==> src/rtl/fm_ram_ctrl.sv <==
// Bus-side controller for the 16 KB FM/OPL RAM: turns multi-cycle CPU strobes into
// single-cycle RAM accesses, with a write-enable register guarding the preloaded image.
module fm_ram_ctrl #(
    parameter logic [15:0] WINDOW_BASE = 16'h4000,
    parameter logic [15:0] CTRL_ADDR   = 16'h7FF6,
    parameter logic        WE_RESET    = 1'b0
) (
    input  logic        clock,
    input  logic        reset,
    input  logic        cs,
    input  logic        rd,
    input  logic        wr,
    input  logic [15:0] addr,
    input  logic [7:0]  din,
    output logic [7:0]  dout,
    output logic        dout_valid,
    output logic        busy,
    output logic [13:0] ram_address,
    output logic [7:0]  ram_data,
    output logic        ram_wren,
    input  logic [7:0]  ram_q
);

    typedef enum logic [2:0] {
        IDLE,
        RD_ADDR,
        RD_DATA,
        RD_HOLD,
        WR_HOLD
    } state_t;

    typedef enum logic [1:0] {
        SRC_RAM,
        SRC_CTRL,
        SRC_NONE
    } src_t;

    state_t state;
    src_t   rd_src;
    logic   rd_q;
    logic   wr_q;
    logic   ctrl_we;

    logic   cs_rd;
    logic   cs_wr;
    logic   rd_start;
    logic   wr_start;
    logic   in_window;
    logic   is_ctrl;

    // Starts need a fresh strobe edge; simultaneous rd and wr start nothing.
    always_comb begin
        cs_rd     = cs & rd;
        cs_wr     = cs & wr;
        rd_start  = (state == IDLE) & cs_rd & ~rd_q & ~wr;
        wr_start  = (state == IDLE) & cs_wr & ~wr_q & ~rd;
        in_window = (addr[15:14] == WINDOW_BASE[15:14]);
        is_ctrl   = (addr == CTRL_ADDR);
    end

    always_ff @(posedge clock) begin
        if (reset) begin
            state       <= IDLE;
            rd_src      <= SRC_NONE;
            rd_q        <= 1'b0;
            wr_q        <= 1'b0;
            ctrl_we     <= WE_RESET;
            dout        <= 8'hFF;
            dout_valid  <= 1'b0;
            busy        <= 1'b0;
            ram_address <= '0;
            ram_data    <= '0;
            ram_wren    <= 1'b0;
        end else begin
            rd_q     <= cs_rd;
            wr_q     <= cs_wr;
            ram_wren <= 1'b0;

            case (state)
                IDLE: begin
                    if (rd_start) begin
                        ram_address <= addr[13:0];
                        if (is_ctrl)
                            rd_src <= SRC_CTRL;
                        else if (in_window)
                            rd_src <= SRC_RAM;
                        else
                            rd_src <= SRC_NONE;
                        dout_valid <= 1'b0;
                        busy       <= 1'b1;
                        state      <= RD_ADDR;
                    end else if (wr_start) begin
                        state <= WR_HOLD;
                        // The enable used here is the one in force before this edge.
                        if (is_ctrl) begin
                            ctrl_we <= din[0];
                        end else if (in_window && ctrl_we) begin
                            ram_address <= addr[13:0];
                            ram_data    <= din;
                            ram_wren    <= 1'b1;
                        end
                    end
                end

                RD_ADDR: state <= RD_DATA;

                RD_DATA: begin
                    case (rd_src)
                        SRC_RAM:  dout <= ram_q;
                        SRC_CTRL: dout <= {7'h00, ctrl_we};
                        default:  dout <= 8'hFF;
                    endcase
                    dout_valid <= 1'b1;
                    busy       <= 1'b0;
                    state      <= RD_HOLD;
                end

                RD_HOLD: begin
                    if (!cs_rd) begin
                        dout_valid <= 1'b0;
                        state      <= IDLE;
                    end
                end

                WR_HOLD: begin
                    if (!cs_wr)
                        state <= IDLE;
                end

                default: state <= IDLE;
            endcase
        end
    end

endmodule

==> config.mk <==
export PLATFORM = sky130hd
export DESIGN_NAME = fm_ram_ctrl
export DESIGN_NICKNAME = d
export VERILOG_FILES = /design/src/rtl/fm_ram_ctrl.sv
export SDC_FILE = /design/constraint.sdc
export NUM_CORES = 1
export LEC_CHECK = 0
export ABC_CLOCK_PERIOD_IN_PS = 2800
export CAP_MARGIN = 20
export CORE_ASPECT_RATIO = 1.2
export CORE_MARGIN = 2
export CORE_UTILIZATION = 43
export DETAILED_ROUTE_END_ITERATION = 7
export GPL_TIMING_DRIVEN = 1
export PLACE_DENSITY_LB_ADDON = 0.08
export SLEW_MARGIN = 20
export SYNTH_ARGS = -nofsm -noshare
export SYNTH_HDL_FRONTEND = slang
export SYNTH_SLANG_ARGS = --single-unit
==> constraint.sdc <==
create_clock -name clock -period 2.8 [get_ports clock]
set_clock_uncertainty 0.05 [all_clocks]
set_input_delay 0.84 -clock clock [delete_from_list [all_inputs] [get_ports clock]]
set_output_delay 0.84 -clock clock [all_outputs]
set_load 0.01 [all_outputs]
==> out/metrics.cfg, run 1 <==
[outcome]
outcome=completed

[timing]
slew_violations=0
finalSetupViolations=0
hold_slack_ns=0.4251
tightest_slew_ns=0.5790
fin_crit_sh=0.8953
fmax_mhz=398.9
finalCriticalPeriod_ns=2.507
maxSlewHeadroom=0.6135
setup_tns_ns=0
rsz0062_at_grt=false
hold_viol=0

[detailed_routing]
wl_per_cell_um=12.73
drcViolationCount=0
drt_first_pass_iters=4
drtIter0Drc=86
vias=1654
viasPerCell=5.058
routed_wl_mm=4.164
drtAntennaViolNets=0

[clock_tree]
insertion_delay_ns=0.29
clk_pin_slew_ns=0.07
max-clock-path-buffers=2
cts_tree=built
cts_buffers=5
ctsHoldBuffers=0
clock_sinks=41
cts-root-buf=clkbuf_8
cts_setup_buffers=0
cts_resized=0
ctsHtreeMaxLevel=2

[critical_path]
crit_arrival_ns=2.63
cp-end-kind=flop
worst-setup-path-type=in -> reg
start_kind=input pin
path_max_fanout=9
crit_required_ns=2.93

[placement]
port_buffers=69
detailed_place.area_um2=2631
place_congestion=0.7160
dp.cells=320
dp_hpwl_mm=3.149

[hold_path]
hold_class=reg -> reg

[final_layout]
stdcell_count=327
nNetsFinal=310
final_area_um2=2718
diodes=0
area_growth_pct=51.15
drive_gt1_frac=0.1026

[global_route]
grt_pass1_vias=1549
grt_max_degree=27
grt_pass1_wl_mm=6.934
grt_antenna_before_repair=0
grtUsageTotal=0.1887
grt_overflow=0

[pwr]
finalPower_mw=1.147
powerDensity_nw_per_um2=421.9
peakVddDrop_uv=295.9
p_leak_nw=1.052

[yosys]
synth_warnings=0
ys_ff_latch=41
synth_cell_type_count=37
synth_area_um2=1798
synthCells=194
syn_avg_cell_area_um2=9.268
yosysSeqAreaShare=0.4565
synth_nets=231

[die]
die_h_um=74.84
num_rows=25
core_area_um2=3973
pin_count=70
die_w_um=63.03
start_util=0.4526
die-area_um2=4717

[job]
maxCapViolCount=0

cell usage in the layout, fill, tap and decap left out, types with 2 or more instances in the layout:
master and instances:
a21oi_1 18, or4_1 2, buf_4 15, nand2b_1 35
nand3_1 9, o21ai_1 8, nor2_1 18, nor4bb_1 2
nor3_1 2, nand2_1 3, nand3b_1 2, o21ai_0 3
mux2i_1 16, clkdlybuf4s50_1 69, clkbuf_8 6, dfxtp_1 41
nand4_1 2
metal layers:
metal | GRT usage | wire (µm) | vias to the layer above
met5 | 0 | 0 | -
met4 | 0.1111 | 87 | 0
met3 | 0.04335 | 308 | 7
met2 | 0.3121 | 2019 | 68
met1 | 0.2285 | 1750 | 749
li1 | - | - | 830
sequential cells by signal, indices dropped and copies added (netlist names):
| name | flops |
|---|---|
| ram_address | 14 |
| dout | 8 |
| ram_data | 8 |
| state | 3 |
| rd_src | 2 |
| busy | 1 |
| ctrl_we | 1 |
| dout_valid | 1 |
| ram_wren | 1 |
| rd_q | 1 |
| wr_q | 1 |
layout make-up:
class                   instances  area, µm²
clock buffers                   7      86.33
fillers                       336       1255
inverters                       1      3.754
multi-input cells             139      915.9
flip-flops and latches         41      820.8
well taps                      54      67.56
repair buffers                 85      823.3
Yosys cell counts, drive strengths merged:
cell type	count	area, µm²
or4	3	26.27
a311oi	1	8.760
clkbuf	10	37.54
nor3	2	10.01
a31oi	1	6.260
nor4b	2	23.77
a21oi	19	106.4
nor3b	1	12.51
buf	3	26.27
dfxtp	41	820.8
nor2	18	67.56
mux2i	16	160.2
o21ai	11	55.05
inv	1	3.750
a22oi	1	7.510
xnor2	1	8.760
nand2	3	11.26
or2	1	6.260
o41ai	1	8.760
nor4bb	2	20.02
nand4b	1	8.760
nand4	2	12.51
a21o	1	7.510
nor2b	1	6.260
nor4	2	27.53
nand3b	2	15.01
a211oi	1	7.510
nand3	9	45.04
nand2b	35	219.0
nand4bb	1	11.26
and4b	1	10.01
worst max-delay path, cell delays in order:
cell             delay, ns
clkdlybuf4s50_1       0.43
or4_4                 0.49
or4_1                 0.49
buf_4                 0.18
o21ai_1               0.12
a21oi_1               0.08
through the flow:
step | util | worst slack [ns]
6_report | 0.6841 | 0.2931
5_1_grt | 0.6841 | 0.2075
4_1_cts | 0.6841 | 0.2917
3_5_place_dp | 0.6624 | -0.02108
3_3_place_gp | 0.6624 | 0.0005500
2_1_floorplan | - | 0.3998
cells by family after synthesis:
| kind of cell | after synthesis | share of synthesized area |
|---|---|---|
| XOR/XNOR | 1 | 0.004872 |
| buffers and inverters | 14 | 0.03758 |
| AND/OR/NAND/NOR | 86 | 0.2964 |
| flip-flops | 41 | 0.4565 |
| AO/OA/AOI/OAI | 36 | 0.1155 |
| multiplexers | 16 | 0.08907 |
report_power, final:
group	total, mW	internal (mW)	switching (mW)
clock network	0.380	0.195	0.185
logic	0.158	0.0996	0.0583
registers	0.609	0.596	0.0127
final timing paths:
path	from	endpoint	slack, ns	cells after the start
worst max register to register	state[0]	ram_data[1]	0.80	5
worst max-delay path	rd	ram_data[1]	0.29	6
worst min-delay path	ram_address[13]	ram_address[13]	0.43	2
worst min register to register	ram_address[13]	ram_address[13]	0.43	2
(Power assumes the default switching activity.)
==> run 2: changes to the inputs <==
CORE_UTILIZATION = 45   (was 43)
CTS_BUF_LIST = sky130_fd_sc_hd__clkbuf_2   (was not set)
==> run 2 against run 1 <==
Compared with the run above:
- critical path depth shrank 1
- hold slack better by 0.012 ns
- via count rose by 0.30%
- non-clock buffer count stayed put
- global-route usage rose by 1.0 points
- critical endpoint is now ram_data[6]
==> out/metrics.cfg, run 2 (synthesized netlist as in run 1, its figures left out) <==
[outcome]
outcome=completed

[pwr]
powerDensity_nw_per_um2=375.9
finalPower_mw=1.002
peakVddDrop_uv=320.4
p_leak_nw=1.034

[clock_tree]
clk_pin_slew_ns=0.18
cts-root-buf=clkbuf_2
insertion_delay_ns=0.39
cts_tree=built
cts_buffers=5
ctsHtreeMaxLevel=2
ctsHoldBuffers=0
clock_sinks=41
cts_setup_buffers=0
cts_resized=0
max-clock-path-buffers=2

[global_route]
grt-busiest-layer=met2
grt_max_degree=30
grt_antenna_before_repair=0
use_met1=0.2306
use_met3=0.07270
grt_pass1_vias=1546
grt_util_met2=0.3181
grtUsageTotal=0.1989
grt_pass1_wl_mm=6.686
grt_overflow=0

[die]
pin_count=70
num_rows=25
start_util=0.4635
die-area_um2=4519
die_w_um=61.70
core_area_um2=3879
die_h_um=73.24

[critical_path]
crit_family=simple AND/OR/NAND/NOR gates
start_kind=input pin
regToRegSetupSlack_ns=0.71
crit_chain=clkdlybuf4s50_1, or4_4, or4_1, o21ai_1, a21oi_1
worst-setup-path-type=in -> reg
crit_required_ns=3.05
cp-end-kind=flop
crit_arrival_ns=2.70
slowest_delay_ns=0.66
cp.buffers_inverters=1
critical-path-slowest-cell=or4_1
path_max_fanout=9

[timing]
setup_ws_ns=0.3582
fin_crit_sh=0.8721
tightest_slew_ns=0.5750
slew_violations=0
finalSetupViolations=0
maxSlewHeadroom=0.6161
hold_viol=0
fmax_mhz=409.5
rsz0062_at_grt=false
finalCriticalPeriod_ns=2.442

[final_layout]
drive_gt1_frac=0.1026
filler_cell_count=351
seq_area_um2=820.8
largest_reg_flops=14
reg_top3=ram_address x14, dout x8, ram_data x8
area_growth_pct=48.23
multiInputGateArea_um2=915.9
final_cell_mix=clkdlybuf4s50_1, dfxtp_1, nand2b_1, a21oi_1, nor2_1
final_area_um2=2665
stdcell_count=327
diodes=0
regMostFlops=ram_address
final_util=0.6871
nNetsFinal=310
final_common_cell=clkdlybuf4s50_1

[detailed_routing]
drtIter0Drc=60
drcViolationCount=0
drt_first_pass_iters=5
vias=1659
routed_wl_mm=4.157
wl_per_cell_um=12.71
viasPerCell=5.073
drtAntennaViolNets=0

[placement]
place_ws_ns=-0.07370
port_buffers=69
dp_hpwl_mm=3.138
dp.cells=320
place_congestion=0.7361
detailed_place.area_um2=2631

[hold_path]
hold_class=reg -> reg

[job]
maxCapViolCount=0

[run 2: cell types whose count changed in the layout (fill, tap and decap cells not counted), sizes merged]
cell,before,now
clkbuf,7,6
clkinv,0,1
[run 2: final timing paths]
path | from | to | cells after the start
worst max register to register | state[0] | ram_data[6] | 4
worst max-delay path | rd | ram_data[6] | 5
worst min-delay path | ram_address[1] | ram_address[1] | 2
worst min register to register | ram_address[1] | ram_address[1] | 2
[run 2: per-stage QoR]
stage	TNS, ns	hold WS (ns)
after CTS	0	0.4389
after global routing	0	0.4684
after global placement	-0.2311	0.4106
after detailed placement	-0.4178	0.4156
final	0	0.4373
after floorplan	0	0.4053
[run 2: final cells by class]
type | instances | share of cell area
clock buffer | 6 | 0.01127
clock inverter | 1 | 0.001408
inverter | 1 | 0.001408
multi-input combinational | 139 | 0.3437
sequential | 41 | 0.3080
tap | 54 | 0.02535
timing repair buffer | 85 | 0.3089
[run 2: worst register-to-register path: stages, from the launching register on]
cell     delay, ns
dfxtp_1       0.45
or4_4         0.56
or4_1         0.66
o21ai_1       0.20
a21oi_1       0.09
[run 2: layer usage]
| layer | routed length, µm | up-vias | share of wire |
|---|---|---|---|
| met2 | 2013 | 60 | 0.48 |
| met1 | 1753 | 755 | 0.42 |
| li1 | - | 836 | - |
| met5 | 0 | - | 0 |
| met4 | 81 | 0 | 0.019 |
| met3 | 309 | 8 | 0.074 |
[run 2: power by group]
group	leakage, nW	total (mW)	switching (mW)	internal [mW]
logic	0.675	0.157	0.0576	0.0995
registers	0.332	0.610	0.0130	0.597
clock network	0.0265	0.234	0.176	0.0582
total	1.03	1.00	0.247	0.755
==> patch: new RTL, config.mk and constraints of run 2 <==
Change the parameter `WE_RESET` from 1'b0 to 1'b1.
--- a/src/rtl/fm_ram_ctrl.sv
+++ b/src/rtl/fm_ram_ctrl.sv
@@ -4,5 +4,5 @@
     parameter logic [15:0] WINDOW_BASE = 16'h4000,
     parameter logic [15:0] CTRL_ADDR   = 16'h7FF6,
-    parameter logic        WE_RESET    = 1'b0
+    parameter logic        WE_RESET    = 1'b1
 ) (
     input  logic        clock,
Check against the original RTL: not equivalent (a bounded check fails within 4 cycles, from zero or initial values and one cycle with reset high).
==> patch against run 2 <==
Hold slack worse by 0.019 ns; critical path depth stayed put; via count is 2.3% lower; combinational power rose by 7%; final area is 3.6% lower; synthesized area is 4.0% lower; total power up 1.9%; setup slack got worse by 0.13 ns; routed wire length is 4.5% lower; cell count fell by 0.61%; die area shrank 3.8%; count of clock-buffer cells in the layout decreased by 1; sequential cell count did not move; largest cell class unchanged.
==> patch: results (changes against run 2) <==
Power
  – P_leak: 1.02 nW (-1.0%)
  – Switching pwr: 0.264 mW (+7.2%)
  – Comb. pwr: 0.168 mW (+7%)
  – Flop pwr share: 0.601 (-0.008)
  – Worst VDD drop: 0.256 mV (-20%)
  – Internal power: 0.757 mW (+0.24%)

Yosys
  – Commonest cells in the synthesized netlist: dfxtp_1, nand2_1, nor2_1, a21oi_1, mux2i_1
  – Dominant cells by area after synthesis: dfxtp_1, mux2i_1, nand2_1, a21oi_1, nor2_1

GRT
  – M2 GR Usage: 0.337 (+0.0188)
  – Vias in the first global route: 1,530 (-1.0%)
  – Grt met3 use: 0.0668 (-0.00591)
  – First-pass GRT wire length: 6580 um (-1.7%)
  – Largest net degree at the start of global routing: 23 (-23%)
  – Met1 usage: 0.232 (+0.00172)

Timing
  – WHS: 0.418 ns (-0.0194 ns)
  – Fmax: 0.389 GHz (-5.0%)
  – Slew @ Worst Pin: 0.605 ns (+0.0298 ns)

Drt
  – DRT Pass-1 Iters: 4 (-1)
  – Final WL: 3970 um (-4.5%)
  – Drt initial violations: 57 (-5.0%)

Placed design
  – Placed Area: 0.00253 mm2 (-3.7%)
  – Place WS: -0.193 ns (-0.119 ns)
  – Final GP Congestion: 0.799 (+8.5%)
  – Dpl hpwl: 3020 um (-3.8%)

Worst setup path
  – Largest stage delay on the critical path: 0.60 ns (-0.06 ns)
  – R2r endpoint: ram_data[2]
  – Crit-path max FO: 14 (+5)

Worst hold path
  – Hold_sp: ram_address[13]
  – Hold endpoint: ram_address[13]

Finish
  – Layout cells sized above 1: 0.0952 (-0.00733)
  – Fill count: 326 (-7.1%)

Run status
  – Outcome: completed
patch: changes by cell type after synthesis, moves of 2 or more:
cell,run 2,this run
nand2_1,3,31
nand2b_1,35,7
o21ai_0,3,12
o21ai_1,8,0
inv_1,1,3
patch: logic make-up (layout without fill, tap and decap cells):
family,Yosys count,count (layout),synth area share
AO/OA/AOI/OAI,36,36,0.120
flip-flops,41,41,0.476
multiplexers,16,16,0.0928
AND/OR/NAND/NOR,85,85,0.265
buffers and inverters,15,94,0.0413
XOR/XNOR,1,1,0.00508
patch: final cells by class:
type                       instances  area (um2)  share of cell area
timing repair buffer              84         803               0.313
multi-input combinational        138         833               0.324
clock buffer                       5        25.0             0.00974
inverter                           3        11.3             0.00438
tap                               52        65.1              0.0253
sequential                        41         821               0.319
clock inverter                     2        11.3             0.00438
patch: worst reg2reg max path: cells and delay by family (launching register included):
kind / cells / cell delay, ns
and+or+nand+nor: 2 / 1.19
AOI/OAI and AO/OA: 2 / 0.30
DFF: 1 / 0.44
